$ cat src/rtl/lsu_mem_stage.sv
// Memory-stage load/store unit: drives a req/gnt/rvalid data-memory port from the
// ALU effective address, builds store lanes/byte enables and extends load data.
module lsu_mem_stage #(
    parameter int DATA_WIDTH = 32,
    parameter int ADDR_WIDTH = 32
) (
    input  logic                  clk,
    input  logic                  reset,
    input  logic                  MemRead,
    input  logic                  MemWrite,
    input  logic [2:0]            Funct3,
    input  logic [ADDR_WIDTH-1:0] ALUResult,
    input  logic [DATA_WIDTH-1:0] WriteData,
    output logic                  stall,
    output logic [DATA_WIDTH-1:0] ReadData,
    output logic                  rd_valid,
    output logic                  lsu_fault,
    output logic                  mem_req,
    output logic                  mem_we,
    output logic [ADDR_WIDTH-1:0] mem_addr,
    output logic [3:0]            mem_be,
    output logic [DATA_WIDTH-1:0] mem_wdata,
    input  logic                  mem_gnt,
    input  logic                  mem_rvalid,
    input  logic [DATA_WIDTH-1:0] mem_rdata
);

    typedef enum logic [1:0] {
        S_IDLE,
        S_REQ,
        S_WAIT,
        S_DONE
    } state_t;

    state_t                r_state;
    logic                  r_mem_req;
    logic                  r_mem_we;
    logic [ADDR_WIDTH-1:0] r_mem_addr;
    logic [3:0]            r_mem_be;
    logic [DATA_WIDTH-1:0] r_mem_wdata;
    logic [DATA_WIDTH-1:0] r_read_data;
    logic                  r_rd_valid;
    logic [1:0]            r_addr_lo;
    logic [2:0]            r_funct3;

    logic                  w_req;
    logic                  w_legal;
    logic                  w_aligned;
    logic                  w_idle;
    logic                  w_start;
    logic [3:0]            w_be;
    logic [DATA_WIDTH-1:0] w_wdata;
    logic [7:0]            w_byte;
    logic [15:0]           w_half;
    logic [DATA_WIDTH-1:0] w_ext;

    always_comb begin
        w_legal = 1'b0;
        case (Funct3)
            3'b000, 3'b001, 3'b010, 3'b100, 3'b101: w_legal = 1'b1;
            default:                                w_legal = 1'b0;
        endcase
        w_aligned = 1'b1;
        case (Funct3[1:0])
            2'b01:   w_aligned = ~ALUResult[0];
            2'b10:   w_aligned = (ALUResult[1:0] == 2'b00);
            default: w_aligned = 1'b1;
        endcase
    end

    // Gating with reset keeps every output at 0 while reset is held, even with a live request.
    assign w_req     = MemRead | MemWrite;
    assign w_idle    = (r_state == S_IDLE) && reset;
    assign w_start   = w_idle && w_req && w_legal && w_aligned;
    assign lsu_fault = w_idle && w_req && !(w_legal && w_aligned);
    assign stall     = w_start || (r_state == S_REQ) || (r_state == S_WAIT);

    always_comb begin
        w_be    = 4'b1111;
        w_wdata = WriteData;
        case (Funct3[1:0])
            2'b00: begin
                w_be    = 4'b0001 << ALUResult[1:0];
                w_wdata = {4{WriteData[7:0]}};
            end
            2'b01: begin
                w_be    = 4'b0011 << {ALUResult[1], 1'b0};
                w_wdata = {2{WriteData[15:0]}};
            end
            default: begin
                w_be    = 4'b1111;
                w_wdata = WriteData;
            end
        endcase
    end

    always_comb begin
        w_byte = mem_rdata[7:0];
        case (r_addr_lo)
            2'd1:    w_byte = mem_rdata[15:8];
            2'd2:    w_byte = mem_rdata[23:16];
            2'd3:    w_byte = mem_rdata[31:24];
            default: w_byte = mem_rdata[7:0];
        endcase
        w_half = r_addr_lo[1] ? mem_rdata[31:16] : mem_rdata[15:0];
        // Funct3[2] selects zero extension (BU/HU).
        case (r_funct3[1:0])
            2'b00:   w_ext = {{24{~r_funct3[2] & w_byte[7]}}, w_byte};
            2'b01:   w_ext = {{16{~r_funct3[2] & w_half[15]}}, w_half};
            default: w_ext = mem_rdata;
        endcase
    end

    always_ff @(posedge clk or negedge reset) begin
        if (!reset) begin
            r_state     <= S_IDLE;
            r_mem_req   <= 1'b0;
            r_mem_we    <= 1'b0;
            r_mem_addr  <= '0;
            r_mem_be    <= '0;
            r_mem_wdata <= '0;
            r_read_data <= '0;
            r_rd_valid  <= 1'b0;
            r_addr_lo   <= '0;
            r_funct3    <= '0;
        end else begin
            r_rd_valid <= 1'b0;
            case (r_state)
                S_IDLE: begin
                    if (w_start) begin
                        r_state     <= S_REQ;
                        r_mem_req   <= 1'b1;
                        r_mem_we    <= ~MemRead;
                        r_mem_addr  <= {ALUResult[ADDR_WIDTH-1:2], 2'b00};
                        r_mem_be    <= w_be;
                        r_mem_wdata <= w_wdata;
                        r_addr_lo   <= ALUResult[1:0];
                        r_funct3    <= Funct3;
                    end
                end
                S_REQ: begin
                    if (mem_gnt) begin
                        r_mem_req <= 1'b0;
                        r_state   <= r_mem_we ? S_DONE : S_WAIT;
                    end
                end
                S_WAIT: begin
                    if (mem_rvalid) begin
                        r_read_data <= w_ext;
                        r_rd_valid  <= 1'b1;
                        r_state     <= S_DONE;
                    end
                end
                S_DONE:  r_state <= S_IDLE;
                default: r_state <= S_IDLE;
            endcase
        end
    end

    assign mem_req   = r_mem_req;
    assign mem_we    = r_mem_we;
    assign mem_addr  = r_mem_addr;
    assign mem_be    = r_mem_be;
    assign mem_wdata = r_mem_wdata;
    assign ReadData  = r_read_data;
    assign rd_valid  = r_rd_valid;

endmodule

$ cat config.mk
export PLATFORM = sky130hd
export DESIGN_NAME = lsu_mem_stage
export DESIGN_NICKNAME = d
export VERILOG_FILES = /design/src/rtl/lsu_mem_stage.sv
export SDC_FILE = /design/constraint.sdc
export NUM_CORES = 1
export LEC_CHECK = 0
export CAP_MARGIN = 20
export CORE_ASPECT_RATIO = 0.75
export CORE_MARGIN = 2
export CORE_UTILIZATION = 46
export CTS_BUF_LIST = sky130_fd_sc_hd__clkbuf_16
export DETAILED_ROUTE_END_ITERATION = 6
export PLACE_DENSITY = 0.85
export SYNTH_ARGS = -nofsm -noshare
export SYNTH_HDL_FRONTEND = slang
export SYNTH_SLANG_ARGS = --single-unit
$ cat constraint.sdc
create_clock -name clk -period 5.8 [get_ports clk]
set_clock_uncertainty 0.05 [all_clocks]
set_input_delay 0.58 -clock clk [delete_from_list [all_inputs] [get_ports clk]]
set_output_delay 0.58 -clock clk [all_outputs]
set_load 0.005 [all_outputs]
==> flow_summary.toml <==
[run_status]
outcome = "complete, no violations"

[sta]
hold_slack_ns = 0.234
hold_viol = 0
setup_viol = 0
rsz0062_at_grt = "false"
fmax_mhz = 247
maxSlewHeadroom = 0.365
fin_crit_sh = 0.699
maxSlewViolCount = 0
tightest_slew_ns = 0.951
layout_min_cycle_time_ns = 4.05
final.setup.tns_ns = 0

[worst_setup_path]
slowest_stage = "clkdlybuf4s50_1"
cp-end-kind = "output pin"
path_buf_inv = 4
critPathMaxFanout = 32
path_delay_family = "buffers and inverters"
setup.worst_path.start_class = "input pin"
crit_arrival_ns = 3.42
cp_data_required_time_ns = 5.17
max_stage_delay_ns = 0.62
worstPathCellList = "clkdlybuf4s50_1 > inv_1 > ha_1 > inv_1 > o211a_1 > a211o_4 > nand3_1 > clkdlybuf4s50_1"
critPathKind = "input pin to output pin"

[logic_synthesis]
synthMostInstantiatedCell = "dfrtp_1"
syn_area_um2 = 4980
synth_seq_area_share = 0.543
synth_ff_type = "dfrtp_1"
synth_commonest_cells = "dfrtp_1, nand2_1, a21oi_1"
synthesis.instances = 475
synth_area_per_cell_um2 = 10.5
yosysWarnings = 0
synthTopCellsByArea = "dfrtp_1, mux2_1, nand2_1, a21oi_1, o21ai_0"
synth-async-reset-ratio = 1.00
synth.ff_latch_count = 108
synth_cell_types = 37
yosysTopAreaCellShare = 0.543
synth_edf_count = 0
yosysTopAreaCell = "dfrtp_1"

[clock_network]
cts_sinks = 108
cts_setup_buffers = 0
clock-root-buffer = "clkbuf_16"
numCtsBuffers = 9
ctsResizeCount = 0
htree_levels = 3
clockBufferDepth = 2
cts_tree = "yes"
clk_pin_slew_ns = 0.07
cts_hold_buf = 0
clk_latency_ns = 0.34

[placement]
dp.cells = 790
place_area_um2 = 7100
port_buffers = 207
gp_congestion = 0.890
dp_hpwl_mm = 10.6

[route]
drtIter0Drc = 377
firstDrtPassIters = 4
vias = 4332
postRouteAntennaNets = 0
routedWlPerCell_um = 17.7
via_per_inst = 5.37
drcViolationCount = 0
wl_mm = 14.3

[global_route]
grt_max_degree = 79
grtUsageTotal = 0.247
overflow = 0
grt_pass1_vias = 4300
antenna_found_initial = 0
grt_pass1_wl_mm = 22.0

[pwr]
powerDensity_nw_per_um2 = 482
ir_drop_mv = 0.322
p_leak_nw = 3.12

[final_layout]
area_growth_pct = 48.5
n_antenna_cell = 0
final_nets = 777
fillers = 772
fin_cells = 806
drive_gt1_frac = 0.0537
finalInstanceArea_um2 = 7400

[floorplanning]
core_area_um2 = 10400
die-area_um2 = 11700
die_h_um = 94.1
start_util = 0.478
ios = 210
rows = 32
die_width_um = 124

[worst_hold_path]
min_path_type = "input pin to async pin"

[job]
maxCapViolCount = 0
[final timing paths]
| kind | startpoint | end | slack, ns | cells past startpoint |
|---|---|---|---|---|
| min in group clk | mem_wdata[17] | mem_wdata[17] | 0.44 | 2 |
| setup / recovery | Funct3[1] | stall | 1.75 | 8 |
| hold reg to reg | mem_wdata[17] | mem_wdata[17] | 0.44 | 2 |
| max in group asynchronous | reset | ReadData[1] | 4.33 | 2 |
| setup reg to reg | r_addr_lo[1] | ReadData[13] | 3.17 | 3 |
| hold / removal | reset | mem_addr[8] | 0.23 | 1 |
[layout by cell type (no fill, tap or decap), types with 2 or more instances in the layout]
cell type | Yosys | layout
o21ai_0 | 39 | 39
mux2_2 | 11 | 11
a21oi_1 | 44 | 44
ha_1 | 7 | 7
mux2_1 | 40 | 40
a2111oi_0 | 4 | 4
nand2b_1 | 6 | 6
o21ai_1 | 7 | 7
nand3b_1 | 5 | 5
mux2i_1 | 3 | 3
buf_4 | 2 | 7
nor3b_1 | 14 | 14
clkbuf_16 | 0 | 9
clkdlybuf4s50_1 | 0 | 206
inv_1 | 10 | 11
nor2b_1 | 2 | 2
o22ai_1 | 8 | 8
clkinv_4 | 0 | 2
conb_1 | 1 | 2
dfrtp_1 | 108 | 108
clkinv_2 | 0 | 2
a31oi_1 | 3 | 3
nor2_1 | 32 | 31
a211oi_1 | 3 | 3
a22o_1 | 8 | 8
a22oi_1 | 8 | 8
nand2_1 | 67 | 67
[final cells by class]
class | count | area (um^2) | share of cell area
Timing Repair Buffer | 213 | 2110 | 0.286
Tap cell | 136 | 170 | 0.0230
Clock inverter | 7 | 68.8 | 0.00930
Inverter | 10 | 37.5 | 0.00508
Multi-Input combinational cell | 323 | 2080 | 0.281
Sequential cell | 108 | 2700 | 0.365
Clock buffer | 9 | 225 | 0.0305
[per-stage QoR]
step                setup slack (ns)  total power, mW   util
global route                    1.60             3.82  0.710
detailed placement              1.78             2.98  0.682
global placement                1.95             2.91  0.682
floorplan                       2.98             1.98      -
CTS                             1.77             3.60  0.710
finish                          1.75             3.56  0.710
[per-layer routing]
| metal | global-route usage | vias up | routed length, um |
|---|---|---|---|
| met2 | 0.397 | 194 | 6640 |
| met1 | 0.314 | 2077 | 5950 |
| met4 | 0.0674 | 0 | 221 |
| li1 | - | 2041 | - |
| met3 | 0.0898 | 20 | 1480 |
| met5 | 0 | - | 0 |
[kinds of logic after synthesis]
family                   Yosys count  synth area share
multiplexers                      55             0.126
AND/OR/NAND/NOR                  129             0.117
buffers and inverters             45            0.0432
AO/OA/AOI/OAI                    130             0.153
other                              1          0.000753
flip-flops                       108             0.543
adder cells (fa/ha/maj)            7            0.0176
[state kept, by name, summed over array words and instances, names as in the netlist]
name,count
mem_wdata,32
r_state,2
rd_valid,1
ReadData,32
mem_we,1
r_addr_lo,2
mem_addr,30
mem_req,1
mem_be,4
r_funct3,3
[power by group]
group	internal [mW]	total (mW)	switching [mW]	leakage (nW)
Clock	0.333	0.604	0.271	0.147
Sequential	1.13	1.37	0.246	1.32
Combinational	0.967	1.58	0.617	1.66
Power figures use the tool's default switching activity.
